--- config.mk ---
export PLATFORM = sky130hd
export DESIGN_NAME = impix_system_key_debounce
export DESIGN_NICKNAME = d
export VERILOG_FILES = /design/src/rtl/impix_system_key_debounce.sv
export SDC_FILE = /design/constraint.sdc
export NUM_CORES = 1
export LEC_CHECK = 0
export CAP_MARGIN = 20
export CORE_ASPECT_RATIO = 0.8
export CORE_MARGIN = 5
export CORE_UTILIZATION = 45
export DETAILED_ROUTE_END_ITERATION = 6
export DONT_BUFFER_PORTS = 1
export GPL_ROUTABILITY_DRIVEN = 1
export PLACE_DENSITY = 0.7
export SETUP_SLACK_MARGIN = 0.2
export SLEW_MARGIN = 20
export SYNTH_ARGS = -nofsm -noshare
export SYNTH_HDL_FRONTEND = slang
export SYNTH_SLANG_ARGS = --single-unit
--- constraint.sdc ---
create_clock -name clk -period 4.95 [get_ports clk]
set_input_delay 0.99 -clock clk [delete_from_list [all_inputs] [get_ports clk]]
set_output_delay 0.99 -clock clk [all_outputs]
set_load 0.01 [all_outputs]
--- src/rtl/impix_system_key_debounce.sv ---
// impix_system_key_debounce: per-channel key debouncer with two-flop sync, edge pulses; option IMPIX_KEY_ACTIVE_LOW_EN inverts key_raw
module impix_system_key_debounce #(
  parameter int WIDTH = 8,
  parameter int DEBOUNCE_CYCLES = 50000
) (
  input  logic             clk,
  input  logic             reset_n,
  input  logic [WIDTH-1:0] key_raw,
  output logic [WIDTH-1:0] key_stable,
  output logic [WIDTH-1:0] key_rise,
  output logic [WIDTH-1:0] key_fall,
  output logic             any_change
);
  localparam int CW = $clog2(DEBOUNCE_CYCLES + 1);
  localparam logic [CW-1:0] LAST = CW'(DEBOUNCE_CYCLES - 1);
  logic [WIDTH-1:0] raw_in, s1, s2, done;
  logic [CW-1:0] cnt [WIDTH];
`ifdef IMPIX_KEY_ACTIVE_LOW_EN
  assign raw_in = ~key_raw;
`else
  assign raw_in = key_raw;
`endif
  assign any_change = |(key_rise | key_fall);
  // a channel completes when its mismatch has persisted for the full debounce window
  always_comb
    for (int i = 0; i < WIDTH; i++)
      done[i] = (s2[i] != key_stable[i]) && (cnt[i] == LAST);
  // synchronizer, accepted levels, edge pulses
  always_ff @(posedge clk)
    if (!reset_n) begin
      s1 <= '0;
      s2 <= '0;
      key_stable <= '0;
      key_rise <= '0;
      key_fall <= '0;
    end else begin
      s1 <= raw_in;
      s2 <= s1;
      key_stable <= key_stable ^ done;
      key_rise <= done & s2;
      key_fall <= done & ~s2;
    end
  // per-channel counters: clear on agreement or acceptance, otherwise count the mismatch
  always_ff @(posedge clk)
    for (int i = 0; i < WIDTH; i++)
      cnt[i] <= (!reset_n || s2[i] == key_stable[i] || done[i]) ? '0 : cnt[i] + 1'b1;
endmodule

==> metrics.yaml, run 1 <==
drc: 0
nNetsFinal: 780
core_um2: 15100
wl_per_cell_um: 12.8
ctsResizeCount: 0
crit_path_end_kind: "output port"
worst_pin_slew_ns: 0.698
tns_ns: 0
rsz0062_at_grt: "no"
crit_fanout: 2
hold_buffers: 0
grt_pass1_wl_um: 21700
clkTransAtPathRegs_ns: 0.06
arrival_ns: 1.76
hold_class: "flop to flop"
yosysUniqueCellTypes: 41
dieArea_um2: 18000
drtAntennaViolNets: 0
start_util_pct: 46.1
diodes: 0
die_y_um: 121
vias: 4925
synthTopCellsByArea: "dfxtp_1 (48%), xnor2_1 (11%), nor2_1 (8.3%), xor2_1 (4.0%), nand3_1 (3.2%)"
numPortBuffers: 0
drv_cap: 0
synth_most_common_cell: "dfxtp_1"
syn_inst: 762
dr.first_iter.drc_count: 280
firstDrtPassIters: 4
syn_avg_cell_area_um2: 9.11
place_congestion: 0.805
synth_top_area_cell: "dfxtp_1"
cts-root-buf: "clkbuf_16"
hold_viol: 0
path_cells: "nor4_1, nand4_1"
required_ns: 3.96
period_share_pct: 55.6
track_usage_pct: 15.0
hpwl_um: 8730
synthesis.nets: 780
cts_buffer_depth: 2
cp_slowest_cell: "nor4_1"
ir_worst_vdd_mv: 0.256
num_rows: 40
postCtsSetupBuffers: 0
final_area_um2: 7660
async_reset_ff_share_pct: 0
fin_skew_ns: 0.00824
fin_util_pct: 50.9
dp_slack_ns: 2.72
gr-max-usage-layer: "met2"
use_met3_pct: 5.97
layout_setup_ws_ns: 2.20
grt_max_degree: 33
maxSlewViolCount: 0
clock_sinks: 168
worst_path_largest_cell_delay_ns: 0.64
drive_above_1_share_pct: 5.42
yosysSeqAreaShare_pct: 48.5
grt_pass1_vias: 4404
p_total_mw: 2.61
syn_area_um2: 6940
boundaryPins: 35
cts_buffers: 17
fp.dieW_um: 149
use_met1_pct: 20.9
min_period_ns: 2.75
ys_ff_latch: 168
synth_edf_count: 0
maxSlewHeadroom_pct: 53.0
path_class: "flop to output port"
setup_viol: 0
synth_common_cells: "dfxtp_1 (168), nor2_1 (154), xnor2_1 (84)"
powerDensity_nw_per_um2: 340
synth_top_area_share_pct: 48.5
yosysWarnings: 0
area_growth_pct: 10.4
cts_tree: "yes"
grt.met2_usage_pct: 20.9
globalRouteOverflowTotal: 0
worstSkewPairLatency_ns: 0.43
start_kind: "flop"
status: "finished clean"
wl_um: 12600
cts_max_level: 4
synth-main-ff-cell: "dfxtp_1"
antenna_found_initial: 4
viasPerCell: 5.00
placed_area_um2: 7110
p_leak_nw: 2.33
fmax_mhz: 363
## layout by cell type (no fill, tap or decap), types with 3 or more instances in the layout
| cell type | Yosys | routed |
|---|---|---|
| or4_1 | 8 | 8 |
| clkbuf_8 | 0 | 4 |
| or4b_1 | 5 | 5 |
| nor3_1 | 31 | 31 |
| clkinv_2 | 0 | 4 |
| nand3_1 | 44 | 44 |
| nor4_1 | 28 | 28 |
| and4_1 | 8 | 8 |
| xnor2_1 | 84 | 84 |
| nand4b_1 | 4 | 4 |
| a21oi_1 | 4 | 4 |
| xor2_1 | 32 | 32 |
| clkbuf_16 | 0 | 17 |
| and3_1 | 7 | 7 |
| inv_1 | 29 | 29 |
| dfxtp_1 | 168 | 168 |
| mux2i_1 | 8 | 8 |
| nand4_1 | 35 | 35 |
| nor3b_1 | 6 | 6 |
| nor4_2 | 3 | 3 |
| nand2_1 | 32 | 32 |
| nor2_1 | 154 | 154 |
| ha_1 | 8 | 8 |
| nand3_2 | 3 | 3 |
| and2_1 | 18 | 18 |
| clkinvlp_4 | 0 | 3 |
## layer usage
layer / vias up / wire (um)
met3: 23 / 749
met4: 8 / 182
li1: 2603 / -
met5: - / 45
met1: 2229 / 6430
met2: 62 / 5250
## critical path, delay by kind of cell (launching register included)
family,cells,cell delay (ns)
flops,1,0.34
simple gates,2,0.99
## state kept, by name, summed over array words and instances (netlist names), named ones only
| register | cells |
|---|---|
| key_rise | 8 |
| cnt | 128 |
| s1 | 8 |
| key_fall | 8 |
| s2 | 8 |
## through the flow
| step | hold WS, ns | std cells |
|---|---|---|
| CTS | 0.437 | 985 |
| global placement | 0.414 | 953 |
| finish | 0.432 | 985 |
| floorplan | 0.412 | 762 |
| detailed placement | 0.421 | 953 |
| global route | 0.444 | 985 |
## final timing paths
path	end	depth (start not counted)	startpoint	slack, ns
hold / removal	s2[0]	1	s1[0]	0.43
hold reg to reg	s2[0]	1	s1[0]	0.43
setup / recovery	any_change	2	key_rise[1]	2.20
setup reg to reg	cnt[0][27]	4	cnt[0][20]	2.81
## cell type report
type                            instances  area [um^2]
Inverter                               30          113
Clock buffer                           22          484
Clock inverter                         10         68.8
Fill cell                            1400         7400
Tap cell                              210          263
Sequential cell                       168         3360
Multi-Input combinational cell        545         3370
## cells by family after synthesis
family / after synthesis / share of synthesized area, %
simple gates: 405 / 30.6
flops: 168 / 48.5
xor+xnor: 116 / 14.6
buf+inv: 49 / 2.96
compound gates: 8 / 0.703
mux: 8 / 1.15
fa+ha+maj: 8 / 1.44
## power by group
part	switching [mW]	internal, mW	total (mW)
sequential	0.00551	1.36	1.37
combinational	0.0134	0.00698	0.0204
clock	0.525	0.694	1.22
Power figures use the tool's default switching activity.
==> inputs of run 2 (changes only) <==
==> constraint.sdc (replaced) <==
create_clock -name clk -period 2.8 [get_ports clk]
set_input_delay 0.56 -clock clk [delete_from_list [all_inputs] [get_ports clk]]
set_output_delay 0.56 -clock clk [all_outputs]
set_load 0.01 [all_outputs]
==> metrics.yaml, run 2 (synthesis gave the netlist of run 1 again) <==
status: "finished clean"
start_util_pct: 46.1  # unchanged
viasPerCell: 4.97  # -0.69%
min_period_ns: 2.19
holdPathEnd: "s1[3]"
finalNonFillerCells: 985  # unchanged
cts_buffer_depth: 2  # unchanged
ctsResizeCount: 0  # unchanged
cts_buffers: 17  # unchanged
crit_fanout: 2  # unchanged
num_rows: 40  # unchanged
drv_cap: 0  # unchanged
worst_pin_slew_ns: 0.575  # -0.123 ns
hold_slack_ns: 0.266  # -0.166 ns
wl_met1_um: 6510  # +1.4%
worstSkewPairLatency_ns: 0.42  # about the same
p_total_mw: 4.67  # +79%
dieArea_um2: 18000  # unchanged
top_layer: "met4"
period_share_pct: 78.2
hold_class: "input pin to flop"
rsz0062_at_grt: "no"
layout_commonest_cell: "dfxtp_1"
start_kind: "flop"
fp.dieW_um: 149  # unchanged
grt_pass1_wl_um: 22100  # +2.1%
hpwl_um: 8710  # -0.19%
hold_start: "key_raw[3]"
wl_met3_um: 618  # -17%
powerDensity_nw_per_um2: 608  # +79%
wl_per_cell_um: 13.0  # +0.90%
clock_sinks: 168  # unchanged
setup_viol: 0  # unchanged
dpl.cell_count: 954  # +0.10%
area_growth_pct: 10.7
globalRouteOverflowTotal: 0  # unchanged
drc: 0  # unchanged
diodes: 0  # unchanged
drive_above_1_share_pct: 5.29  # -0.13 points
track_usage_pct: 15.0  # +0.040 points
p_leak_nw: 2.33  # about the same
cts_max_level: 4  # unchanged
core_um2: 15100  # unchanged
boundaryPins: 35  # unchanged
hold_viol: 0  # unchanged
nNetsFinal: 781  # +0.13%
dr.first_iter.drc_count: 295  # +5.4%
cts-root-buf: "clkbuf_16"
path_class: "flop to output port"
grt_pass1_vias: 4478  # +1.7%
largest_reg_flops: 128  # unchanged
drtAntennaViolNets: 0  # unchanged
top_register: "cnt"
final_area_um2: 7680  # +0.28%
place_congestion: 0.809  # +0.51%
maxSlewHeadroom_pct: 61.3  # +8.3 points
wl_met2_um: 5470  # +4.3%
maxSlewViolCount: 0  # unchanged
fin_skew_ns: 0.00825  # +0.00000771 ns
arrival_ns: 1.63  # -0.13 ns
reg2reg_from: "cnt[0][20]"
reg2reg_slack_ns: 0.69  # -2.12 ns
clkTransAtPathRegs_ns: 0.06  # about the same
firstDrtPassIters: 4  # unchanged
grt_max_degree: 33  # unchanged
holdPathStages: 1  # unchanged
timing.rr.end: "cnt[0][29]"
tns_ns: 0  # unchanged
ir_worst_vdd_mv: 0.422  # +65%
vias: 4891  # -0.69%
placed_area_um2: 7120  # +0.11%
numPortBuffers: 0  # unchanged
fin_util_pct: 51.0  # +0.14 points
crit_path_end_kind: "output port"
required_ns: 2.24  # -1.72 ns
postCtsSetupBuffers: 0  # unchanged
cts_tree: "yes"
fmax_mhz: 457
layout_setup_ws_ns: 0.610  # -1.59 ns
wl_um: 12800  # +0.90%
antenna_found_initial: 0  # -4
reg2reg_depth: 4  # unchanged
layout_common_cells: "dfxtp_1 (168), nor2_1 (154), xnor2_1 (84), nand3_1 (44), nand4_1 (35)"
dp_slack_ns: 0.710  # -2.01 ns
die_y_um: 121  # unchanged
hold_buffers: 0  # unchanged
-- run 2: cell count changes in the layout (fill, tap and decap cells not counted), sizes merged --
cell / before / now
clkinv: 6 / 2
clkinvlp: 3 / 5
buf: 0 / 1
bufinv: 0 / 1
-- run 2: report_power, final --
group	switching, mW	internal, mW
logic	0.0250	0.0133
registers	0.0101	2.40
clock network	0.924	1.30
-- run 2: how the worst max path moves through the flow --
stage	start	cells past startpoint	slack (ns)	endpoint
6_report	key_rise[1]	2	0.61	any_change
2_1_floorplan	cnt[0][4]	5	0.93	cnt[0][11]
4_1_cts	key_fall[4]	2	0.53	any_change
3_5_place_dp	cnt[0][39]	4	0.71	cnt[0][35]
3_3_place_gp	cnt[0][39]	4	0.76	cnt[0][40]
5_1_grt	cnt[0][48]	5	0.52	cnt[0][54]
-- run 2: worst max-delay path, stage by stage, from the launching register on --
cell and delay [ns]:
dfxtp_1 0.35, nor4_1 0.55, nand4_1 0.32
-- run 2: cell type report --
type	instances	area (um^2)
Clock buffer	22	474
Clock inverter	9	92.6
Timing Repair Buffer	1	7.51
Tap cell	210	263
Fill cell	1418	7380
Multi-Input combinational cell	545	3370
Inverter	30	113
Sequential cell	168	3360
-- run 2: metal layers --
| metal | vias up | global-route usage, % |
|---|---|---|
| met4 | 0 | 4.06 |
| met1 | 2215 | 20.8 |
| li1 | 2610 | - |
| met3 | 13 | 5.64 |
| met5 | - | 0 |
| met2 | 53 | 22.0 |
